## src/rtl/video_timing_gen.sv

```systemverilog
// ---------------------------------------------------------------------------
// video_timing_gen
//   Raster timing generator for N pixels per clock. Produces sync, data
//   enable, coordinates and frame/line start strobes, with a graceful stop
//   that always finishes the frame in flight.
//
//   Optional feature macro: VTG_TEST_PATTERN_EN
//     defined   -> adds pix_data, a diagonal-ramp test pattern per lane
//     undefined -> pix_data port and pattern logic are absent
//
// Ports
//   clk        in   pixel clock
//   rst_n      in   asynchronous active-low reset
//   enable     in   run request, sampled every cycle
//   HSYNC      out  horizontal sync, active level HS_POL
//   VSYNC      out  vertical sync, active level VS_POL (line aligned)
//   DE         out  active-video enable
//   FS         out  pulse on the first active beat of a frame
//   LS         out  pulse on the first active beat of each active line
//   x          out  pixel coordinate of lane 0 (steps by PPC), 0 outside DE
//   y          out  active line index, 0 outside active lines
//   frame_cnt  out  completed-frame count, wraps
//   busy       out  high while running or finishing a frame
//   pix_data   out  (VTG_TEST_PATTERN_EN only) PPC lanes of DW bits
// ---------------------------------------------------------------------------
module video_timing_gen #(
  parameter int H_ACTIVE = 2448,
  parameter int H_FP     = 40,
  parameter int H_SW     = 40,
  parameter int H_BP     = 72,
  parameter int V_ACTIVE = 2048,
  parameter int V_FP     = 4,
  parameter int V_SW     = 4,
  parameter int V_BP     = 16,
  parameter int PPC      = 1,
  parameter bit HS_POL   = 1'b1,
  parameter bit VS_POL   = 1'b1,
  parameter int DW       = 12
) (
  input  logic                        clk,
  input  logic                        rst_n,
  input  logic                        enable,
  output logic                        HSYNC,
  output logic                        VSYNC,
  output logic                        DE,
  output logic                        FS,
  output logic                        LS,
  output logic [$clog2(H_ACTIVE)-1:0] x,
  output logic [$clog2(V_ACTIVE)-1:0] y,
  output logic [15:0]                 frame_cnt,
  output logic                        busy
`ifdef VTG_TEST_PATTERN_EN
  ,
  output logic [PPC*DW-1:0]           pix_data
`endif
);

  // Horizontal timing is counted in beats (clock cycles), vertical in lines.
  localparam int XW   = $clog2(H_ACTIVE);
  localparam int YW   = $clog2(V_ACTIVE);
  localparam int HA_B = H_ACTIVE / PPC;
  localparam int HF_B = H_FP / PPC;
  localparam int HS_B = H_SW / PPC;
  localparam int HB_B = H_BP / PPC;
  localparam int HT_B = HA_B + HF_B + HS_B + HB_B;
  localparam int VT   = V_ACTIVE + V_FP + V_SW + V_BP;

  // One extra bit of headroom so every boundary (including the totals) fits.
  localparam int HCW = $clog2(HT_B + 1);
  localparam int VCW = $clog2(VT + 1);

  localparam logic [HCW-1:0] H_LAST   = HCW'(HT_B - 1);
  localparam logic [HCW-1:0] HA_END   = HCW'(HA_B);
  localparam logic [HCW-1:0] HS_BEG   = HCW'(HA_B + HF_B);
  localparam logic [HCW-1:0] HS_END   = HCW'(HA_B + HF_B + HS_B);
  localparam logic [VCW-1:0] V_LAST   = VCW'(VT - 1);
  localparam logic [VCW-1:0] VA_END   = VCW'(V_ACTIVE);
  localparam logic [VCW-1:0] VS_BEG   = VCW'(V_ACTIVE + V_FP);
  localparam logic [VCW-1:0] VS_END   = VCW'(V_ACTIVE + V_FP + V_SW);

  // Elaboration-time parameter sanity checks.
  if (PPC != 1 && PPC != 2 && PPC != 4) begin : g_bad_ppc
    $error("video_timing_gen: PPC must be 1, 2 or 4");
  end
  if ((H_ACTIVE % PPC) != 0 || (H_FP % PPC) != 0 ||
      (H_SW % PPC) != 0 || (H_BP % PPC) != 0) begin : g_bad_div
    $error("video_timing_gen: horizontal timings must be divisible by PPC");
  end
  if (H_SW < 1 || V_SW < 1) begin : g_bad_sw
    $error("video_timing_gen: sync widths must be at least 1");
  end
  if (DW < 1) begin : g_bad_dw
    $error("video_timing_gen: DW must be at least 1");
  end

  typedef enum logic [1:0] {
    S_IDLE     = 2'd0,
    S_RUN      = 2'd1,
    S_STOPPING = 2'd2
  } state_t;

  state_t         state, state_n;
  logic [HCW-1:0] hcnt, h_n;
  logic [VCW-1:0] vcnt, v_n;
  logic           last_beat;
  logic           wrap;
  logic           act_n;
  logic           de_n;
  logic [XW-1:0]  x_n;
  logic [YW-1:0]  y_n;
  logic [15:0]    fc_n;

  // Next-beat computation. The registers below load the *next* counter
  // values together with outputs decoded from those same values, so every
  // output lines up with the counter state of its cycle without extra delay.
  // NOTE: every variable gets a default at the top of always_comb so no
  // path leaves it unassigned, which would otherwise infer a latch.
  always_comb begin
    state_n   = state;
    h_n       = '0;
    v_n       = '0;
    wrap      = 1'b0;
    last_beat = (hcnt == H_LAST) && (vcnt == V_LAST);
    unique case (state)
      S_IDLE: begin
        // Counters stay at 0, which is exactly the first beat shown on entry.
        if (enable) state_n = S_RUN;
      end
      S_RUN, S_STOPPING: begin
        if (last_beat) begin
          wrap    = 1'b1;
          // A stop request only takes effect at the frame boundary.
          state_n = enable ? S_RUN : S_IDLE;
        end else begin
          state_n = enable ? S_RUN : S_STOPPING;
          if (hcnt == H_LAST) begin
            h_n = '0;
            v_n = vcnt + VCW'(1);
          end else begin
            h_n = hcnt + HCW'(1);
            v_n = vcnt;
          end
        end
      end
      default: state_n = S_IDLE;
    endcase

    act_n = (state_n != S_IDLE);
    de_n  = act_n && (h_n < HA_END) && (v_n < VA_END);
    x_n   = de_n ? XW'(32'(h_n) * PPC) : '0;
    y_n   = (act_n && (v_n < VA_END)) ? YW'(v_n) : '0;
    fc_n  = frame_cnt + 16'(wrap);
  end

  // NOTE: sequential state uses non-blocking assignments so all registers
  // update from the same pre-edge values regardless of statement order.
  always_ff @(posedge clk or negedge rst_n) begin
    if (!rst_n) begin
      state     <= S_IDLE;
      hcnt      <= '0;
      vcnt      <= '0;
      HSYNC     <= ~HS_POL;
      VSYNC     <= ~VS_POL;
      DE        <= 1'b0;
      FS        <= 1'b0;
      LS        <= 1'b0;
      x         <= '0;
      y         <= '0;
      frame_cnt <= '0;
      busy      <= 1'b0;
    end else begin
      state     <= state_n;
      hcnt      <= h_n;
      vcnt      <= v_n;
      HSYNC     <= (act_n && (h_n >= HS_BEG) && (h_n < HS_END)) ? HS_POL : ~HS_POL;
      VSYNC     <= (act_n && (v_n >= VS_BEG) && (v_n < VS_END)) ? VS_POL : ~VS_POL;
      DE        <= de_n;
      FS        <= de_n && (h_n == '0) && (v_n == '0);
      LS        <= de_n && (h_n == '0);
      x         <= x_n;
      y         <= y_n;
      frame_cnt <= fc_n;
      busy      <= act_n;
    end
  end

`ifdef VTG_TEST_PATTERN_EN
  // Lane k carries (x + k + y + frame_cnt) modulo 2^DW; the ramp shifts by
  // one every frame so a frozen source is visible on a monitor.
  logic [PPC*DW-1:0] pix_n;
  logic [DW-1:0]     pix_base;

  always_comb begin
    pix_n    = '0;
    pix_base = DW'(x_n) + DW'(y_n) + DW'(fc_n);
    if (de_n) begin
      for (int k = 0; k < PPC; k++) begin
        pix_n[k*DW +: DW] = pix_base + DW'(k);
      end
    end
  end

  always_ff @(posedge clk or negedge rst_n) begin
    if (!rst_n) pix_data <= '0;
    else        pix_data <= pix_n;
  end
`endif

endmodule

```

## config.mk

```make
export PLATFORM = sky130hd
export DESIGN_NAME = video_timing_gen
export DESIGN_NICKNAME = d
export VERILOG_FILES = /design/src/rtl/video_timing_gen.sv
export SDC_FILE = /design/constraint.sdc
export NUM_CORES = 1
export LEC_CHECK = 0
export CAP_MARGIN = 40
export CORE_UTILIZATION = 50
export DETAILED_ROUTE_END_ITERATION = 16
export HOLD_SLACK_MARGIN = 0.06
export PLACE_DENSITY = 0.75
export SKIP_LAST_GASP = 1
export SYNTH_ARGS = -nofsm -noshare
export SYNTH_HDL_FRONTEND = slang
export SYNTH_SLANG_ARGS = --single-unit
```

## constraint.sdc

```tcl
create_clock -name clk -period 3 [get_ports clk]
set_input_delay 0.6 -clock clk [delete_from_list [all_inputs] [get_ports clk]]
set_output_delay 0.6 -clock clk [all_outputs]
set_load 0.02 [all_outputs]
```

---- Yosys cells after proc, flatten, opt, wreduce, memory -nomap -nowiden ----
Cells that the tools add are included.
W data, S select, Z words.
operators by class
  multiplexer cells ....................... 17
  reduce and logical (&&, ||, !) cells .... 15
  $lt $le $gt $ge ......................... 6
  add/sub/neg operators ................... 3
  equal/unequal tests ..................... 4
operator list
  kind                     number
  $mux W12                 7
  $lt A12 B12 Y1 const B   4
  $add A12 B1 Y12 const B  2
  $eq A12 B12 Y1 const B   2
  $ge A12 B12 Y1 const B   2
  $logic_not A12 Y1        2
  $add A16 B1 Y16          1
  $mux W11                 1
  $logic_and A1 B1 Y1      10
  $mux W2                  3
  $mux W1                  5
  $pmux W2 S2              1
  $eq A2 B1 Y1 const B     1
  $eq A2 B2 Y1 const B     1
  $logic_not A2 Y1         1
  $reduce_bool A2 Y1       1
  $reduce_or A2 Y1         1
word-level totals
  flip-flop bits (word level) ............. 71
  logic and storage cells ................. 57
  output and inout port bits .............. 45

---- Longest topological paths before layout ----
Gate-level depths: netlist (run 1).
  depth in word-level cells ............... 9
  mapped depth ............................ 10
  gate-level depth less buffers ........... 10

---- Least setup slack after synthesis (run 1) ----
No wires, ideal clock.
  path kind ............................... register -> register
  start ................................... reg hcnt[0]
  end ..................................... reg frame_cnt[12]
  cell stages (with the launch flop) ...... 11
  arrival ................................. 2.378 ns
  required time ........................... 2.871 ns
  setup slack ............................. 0.492 ns
  period minus slack after synthesis ...... 2.508 ns
  cells stage by stage .................... dfrtp_1 ha_1 and4bb_2 nand4_2 nor3_1 ha_1 ha_1 nand2_1 nor3_1 nand4_1 xnor2_1
between the ends
  word-level cells in the longest chain between the ends .. 5
ends and longest elaborated chain
  what                    RTL line  source
  start, declared         103       logic [HCW-1:0] hcnt, h_n;
  start signal, assigned  173       hcnt <= h_n;
  $eq A12 B12 Y1          123       last_beat = (hcnt == H_LAST) && (vcnt == V_LAST);
  $logic_and A1 B1 Y1     123
  $mux W1                 130       if (last_beat) begin
  $mux W1                 124       unique case (state)
  $add A16 B1 Y16         152       fc_n = frame_cnt + 16'(wrap);
  net fc_n[12]            111       logic [15:0] fc_n;
  end signal, assigned    182       frame_cnt <= fc_n;
  end, declared           50        output logic [15:0] frame_cnt,
The timed path passes the listed nets, and every way through them passes these cells.

---- Worst setup path after layout (run 1) ----
  start ................................... reg state[0]
  end ..................................... reg FS
between the ends
  word-level cells in the longest chain between the ends .. 8
ends and longest elaborated chain
  what                                          RTL line  source
  start, declared                               102       state_t state, state_n;
  start signal, assigned                        172       state <= state_n;
  $eq A2 B1 Y1 or $eq A2 B2 Y1 (tied branches)  124
  $reduce_or A2 Y1 *                            124
  $mux W12 *                                    124
  net h_n[11]                                   103
  $lt A12 B12 Y1                                149       de_n = act_n && (h_n < HA_END) && (v_n < VA_END);
  $logic_and A1 B1 Y1 (2 in a row)              149
  $logic_and A1 B1 Y1 * (2 in a row)            178       FS <= de_n && (h_n == '0) && (v_n == '0);
  end signal, assigned                          178
  end, declared                                 46        output logic FS,
The timed path passes the listed nets; every way through them passes the cells marked *.

==> results of run 1 <==
## flip-flops by register name, indices dropped and copies added (netlist names), 2 cells and up
signal / count
y: 11
state: 2
hcnt: 12
vcnt: 12
x: 12
frame_cnt: 16
## per-layer routing
metal / up-vias / wire [um] / track usage [%]
met5: - / 0 / 0
met4: 0 / 159 / 13.1
met3: 18 / 324 / 5.38
met2: 82 / 3120 / 34.5
met1: 1215 / 3140 / 29.7
li1: 1204 / - / -
## path summary, 6_finish.rpt
kind | start | endpoint | slack (ps) | depth (start not counted)
setup / recovery | state[0] | FS | 220 | 9
hold / removal | rst_n | x[8] | 330 | 1
setup reg to reg | state[0] | FS | 220 | 9
hold reg to reg | frame_cnt[15] | frame_cnt[15] | 480 | 1
max in group asynchronous | rst_n | state[1] | 2020 | 2
min in group clk | frame_cnt[15] | frame_cnt[15] | 480 | 1
## cell usage in the layout, fill, tap and decap left out, types with 8 or more instances in the layout
cell type,Yosys,layout
dfrtp_1,71,71
clkdlybuf4s50_1,0,46
nor2_1,25,25
xnor2_1,19,19
nor3_1,19,18
nand3_1,18,18
nand2_1,15,15
xor2_1,13,13
nor4_1,11,11
clkbuf_8,0,10
inv_1,9,9
buf_4,4,9
nand4_1,8,8
## area by class of cell
type | instances | area, um2
clock buffers | 11 | 141
clock inverters | 5 | 81.3
fillers | 518 | 2240
inverters | 9 | 33.8
multi-input cells | 211 | 1370
flip-flops and latches | 71 | 1780
well taps | 77 | 96.3
repair buffers | 58 | 573
## power breakdown
group	leakage [nW]	switching, mW	internal (mW)
clock network	0.110	0.356	0.491
logic	0.690	0.502	0.277
registers	0.978	0.0438	1.02
total	1.78	0.902	1.79
## cells in the mapped netlist (4+ instances only)
| cell type | number |
|---|---|
| inv_1 | 9 |
| nand3_1 | 18 |
| nor3_1 | 19 |
| o21ai_0 | 5 |
| xor2_1 | 13 |
| nand2_1 | 15 |
| xnor2_1 | 19 |
| and3_1 | 5 |
| buf_4 | 4 |
| ha_1 | 6 |
| nor2_1 | 25 |
| nand4_1 | 8 |
| dfrtp_1 | 71 |
| or3_1 | 6 |
| nor3b_1 | 7 |
| clkbuf_1 | 7 |
| and2_1 | 7 |
| a21oi_1 | 7 |
| nor4_1 | 11 |
## repair_timing
| item | CTS | global route |
|---|---|---|
| hold buffers | 0 | 0 |
| gates resized for setup | 0 | 2 |
| setup endpoints to repair | 0 | 5 |
## stage by stage
stage | cell area (um2) | setup TNS [ps]
2_1_floorplan | 3250 | 0
3_3_place_gp | 3850 | 0
3_5_place_dp | 3850 | 0
4_1_cts | 4070 | 0
5_1_grt | 4080 | -6.63
6_report | 4080 | 0
## kinds of logic (layout without fill, tap and decap cells)
group / after synthesis / count (layout)
AND/OR/NAND/NOR: 135 / 135
flip-flops: 71 / 71
AO/OA/AOI/OAI: 36 / 36
XOR/XNOR: 32 / 32
buffers and inverters: 23 / 83
adder cells (fa/ha/maj): 6 / 6
multiplexers: 2 / 2
## critical path: cells and delay by family, from the launching register on
| family | cells | cell delay [ps] |
|---|---|---|
| AO/OA/AOI/OAI | 3 | 1000 |
| AND/OR/NAND/NOR | 2 | 560 |
| buffers and inverters | 3 | 390 |
| flip-flops | 1 | 370 |
| adder cells (fa/ha/maj) | 1 | 360 |
==> metrics.yaml, run 1 <==
crit_arrival_ps: 3020
synth.mux.area_fraction_pct: 0.616
min_period_ps: 2780
synth-edff-count: 0
gp_congestion: 0.838
drc: 0
clk_pin_slew_ps: 70
crit_fanout: 14
fp-row-count: 29
syn_to_final_growth_pct: 25.5
synth-xor-area-share_pct: 8.63
die_w_um: 82.6
netlist_area_um2: 3250
ys.flop_type: "dfrtp_1"
io_buffers: 47
rsz0062_at_grt: "yes"
grtUsageTotal_pct: 22.7
diodes: 0
setup_viol: 0
grt_pass1_vias: 2447
firstDrtPassIters: 5
status: "complete, no violations"
slew_headroom_pct: 48.4
finalClockSkew_ps: 8.58
insertion_delay_ps: 340
clock-root-buffer: "clkbuf_8"
slew_viol_final: 0
synthArstFlopShare_pct: 100
ios: 48
clkSinkCount: 71
start_util_pct: 51.4
synth_compound_area_share_pct: 7.63
ir_worst_vdd_mv: 0.490
drv_cap: 0
hpwl_mm: 4.63
post-cts-setup-buffers: 0
cp-end-kind: "register"
grt_max_degree: 39
synth.area.top_cells: "dfrtp_1, xnor2_1, xor2_1"
synth_seq_cells: 71
ys.warnings.count: 0
setup_slack_ps: 222
slowest_stage: "a2111oi_1"
synth_simple_gate_area_share_pct: 22.9
synthAdderAreaFrac_pct: 2.31
leakage_nw: 1.78
post-route-period-util_pct: 92.6
worstSetupStartpointType: "register"
numCtsBuffers: 9
worstSetupPathType: "reg -> reg"
antenna_found_initial: 0
cts_tree: "yes"
dp_cells: 426
holdWs_ps: 332
num_vias: 2519
ant_nets: 0
power.density_nw_per_um2: 661
syn-instance-count: 305
ys_seq_area_share_pct: 54.7
clockBufferDepth: 2
synth_top_family_by_area: "simple AND/OR/NAND/NOR gates"
grt_pass1_wl_mm: 11.3
fin_util_pct: 64.5
die_area_um2: 6820
dp_slack_ps: 263
cpMostUsedCell: "inv_1"
max_stage_delay_ps: 450
die_y_um: 82.6
path_cells: "inv_1 > ha_1 > inv_1 > a31o_2 > a21o_1 > inv_1 > a2111oi_1 > nand4b_1 > nor4_1"
stdcell_count: 442
final_nets: 369
coreArea_um2: 6310
min_path_type: "in -> async"
max_freq_mhz: 360
wire_per_inst_um: 15.2
drive_gt1_share_pct: 9.86
gr-total-overflow: 0
drt-initial-drc-count: 136
yosys.area.top_type: "dfrtp_1"
via_per_inst: 5.70
power.total_mw: 2.69
drt_wl_total_mm: 6.74
synth_top_area_share_pct: 54.7
required_ps: 3240
synth_cell_type_count: 45
avgSynthCellArea_um2: 10.6
hold_viol: 0
worst_slew_pin_slew_ps: 773
synth_nets: 314
htree_levels: 3
No activity file was read; power rests on OpenSTA's default activity.
==> inputs of run 2 (changes only) <==
- PLACE_DENSITY: 0.75 -> default
- PLACE_DENSITY_LB_ADDON: default -> 0.15
==> run 2 against run 1 <==
Total power decreased by 3.0%. Sequential power is essentially flat. Clock-buffer cell count up 1. Clock skew is 1.7 ps higher. Clock power shrank 9.4%. Combinational power barely moved. Final cell count is 0.68% higher. Sequential cell count stayed put. Sequential share of layout area is 0.15 points higher. Routed wire length hardly changed. Via count fell by 1.6%. Critical path type unchanged.
==> metrics.yaml, run 2 (same netlist as run 1, synthesis figures left out) <==
status: "complete, no violations"  # unchanged
finalClockSkew_ps: 10.3  # was 8.58 ps
min_period_ps: 2740  # was 2780 ps
reg2regPathDepth: 7  # was 9
r2r-start: "hcnt[0]"  # was state[0]
met3_length_um: 232  # was 324 um
worstSetupStartpointType: "register"  # unchanged
rsz0062_at_grt: "no"  # was yes
hold_viol: 0  # unchanged
pwr-share-clk_pct: 29.4  # was 31.5%
drt_wl_total_mm: 6.74  # about the same
final_cell_mix: "dfrtp_1, clkdlybuf4s50_1, nor2_1, xnor2_1, nor3_1"  # was dfrtp_1, clkdlybuf4s50_1, nor2_1, xnor2_1
cp-end-kind: "register"  # unchanged
seq_area_um2: 1780  # unchanged
drv_cap: 0  # unchanged
gr-total-overflow: 0  # unchanged
grtUsageTotal_pct: 22.4  # was 22.7%
clock-root-buffer: "clkbuf_8"  # unchanged
min_path_type: "in -> async"  # unchanged
fin_tns_setup_ps: 0  # unchanged
largest_register: "frame_cnt"  # unchanged
drive_gt1_share_pct: 10.3  # was 9.86%
combPwrFrac_pct: 29.8  # was 28.9%
cts.hold.buffers_added: 0  # unchanged
detailed_place.area_um2: 3860  # was 3850 um2
path_delay_family: "simple AND/OR/NAND/NOR gates"  # was compound AO/OA/AOI/OAI gates
wire_per_inst_um: 15.1  # was 15.2 um
start_util_pct: 51.4  # unchanged
fillers: 525  # was 518
firstDrtPassIters: 4  # was 5
required_ps: 3240  # about the same
post-route-period-util_pct: 91.5  # was 92.6%
routed-wl-met2_mm: 3.15  # was 3.12 mm
syn_to_final_growth_pct: 25.0  # was 25.5%
largest_reg_flops: 16  # unchanged
post-cts-setup-buffers: 0  # unchanged
reg2reg_to: "VSYNC"  # was FS
io_buffers: 47  # unchanged
crit_buf_inv: 0  # was 3
ant_nets: 0  # unchanged
grt_pass1_vias: 2302  # was 2,447
slew_headroom_pct: 57.5  # was 48.4%
crit_fanout: 9  # was 14
via_per_inst: 5.57  # was 5.70
pwr-share-seq_pct: 40.8  # was 39.6%
die_area_um2: 6820  # unchanged
ctsResizeCount: 0  # unchanged
max_stage_delay_ps: 610  # was 450 ps
drc: 0  # unchanged
power.density_nw_per_um2: 643  # was 661 nW/um2
reg2reg_slack_ps: 260  # was 220 ps
clockBufferDepth: 2  # unchanged
multiInputGateArea_um2: 1370  # about the same
intPower_mw: 1.74  # was 1.79 mW
max_freq_mhz: 364  # was 360 MHz
diodes: 0  # unchanged
slowest_stage: "or4_1"  # was a2111oi_1
ios: 48  # unchanged
gp_congestion: 0.872  # was 0.838
power.total_mw: 2.61  # was 2.69 mW
die_w_um: 82.6  # unchanged
setup_viol: 0  # unchanged
worstSetupPathType: "reg -> reg"  # unchanged
cp.depth: 7  # was 9
fp-row-count: 29  # unchanged
routed.top_layer: "met4"  # unchanged
cts_tree: "yes"  # unchanged
drt-initial-drc-count: 173  # was 136
crit_arrival_ps: 2980  # was 3020 ps
path_cells: "ha_1 > and4bb_2 > nand4_2 > o21ai_2 > a21oi_1 > or4_1 > nor4_1"  # was inv_1 > ha_1 > inv_1 > a31o_2 > a21o_1 > inv_1 > a2111oi_1 > nand4b_1 > nor4_1
num_vias: 2479  # was 2,519
switching_share_pct: 33.5  # about the same
grt_max_degree: 46  # was 39
numCtsBuffers: 9  # unchanged
final_nets: 373  # was 369
htree_levels: 3  # unchanged
grt_pass1_wl_mm: 11.2  # was 11.3 mm
hpwl_mm: 4.78  # was 4.63 mm
p_sw_mw: 0.874  # was 0.902 mW
coreArea_um2: 6310  # unchanged
routedLengthMet1_mm: 3.19  # was 3.14 mm
leakage_nw: 1.78  # about the same
die_y_um: 82.6  # unchanged
design_area_um2: 4060  # was 4080 um2
slew_viol_final: 0  # unchanged
insertion_delay_ps: 350  # was 340 ps
clkSinkCount: 71  # unchanged
antenna_found_initial: 0  # unchanged
worst_slew_pin_slew_ps: 637  # was 773 ps
ir_worst_vdd_mv: 0.525  # was 0.490 mV
layout_commonest_cell: "dfrtp_1"  # unchanged
clk_pin_slew_ps: 70  # about the same
==> run 2: metal layers <==
layer / vias up / track usage, %
met5: - / 0
met4: 0 / 12.1
met3: 14 / 3.85
met2: 59 / 34.0
met1: 1194 / 30.5
li1: 1212 / -
==> run 2: through the flow <==
stage               instances  util [%]  hold WS (ps)  setup slack (ps)
floorplan                 305         -           304               492
global placement          430      61.2           460               376
detailed placement        430      61.2           466               303
CTS                       445      64.3           274               281
global route              445      64.3           317              55.5
finish                    445      64.3           270               256
==> run 2: worst max path at each step <==
stage / end / slack, ps / from
after floorplan: frame_cnt[12] / 490 / hcnt[0]
after global placement: VSYNC / 380 / hcnt[0]
after detailed placement: VSYNC / 300 / hcnt[0]
after CTS: VSYNC / 280 / hcnt[0]
after global routing: FS / 60 / hcnt[0]
final: VSYNC / 260 / hcnt[0]
==> run 2: cell type report <==
class	count	area share [%]
sequential	71	43.7
tap	77	2.37
timing repair buffer	62	14.5
multi-input combinational	211	33.6
inverter	9	0.832
clock buffer	12	3.82
clock inverter	3	1.05
==> run 2: power by group through the flow <==
stage	Sequential, mW	Clock [mW]	Combinational (mW)
after floorplan	1.12	0	0.441
after detailed placement	1.08	0	0.782
after CTS	1.07	0.784	0.786
after global routing	1.08	0.814	0.860
final	1.07	0.767	0.778
after global placement	1.08	0	0.781
==> run 2: worst register-to-register path: cells and delay by family, from the launching register on <==
kind / cells / cell delay, ps
and+or+nand+nor: 4 / 1450
AOI/OAI and AO/OA: 2 / 550
DFF: 1 / 440
adders and majority gates: 1 / 200
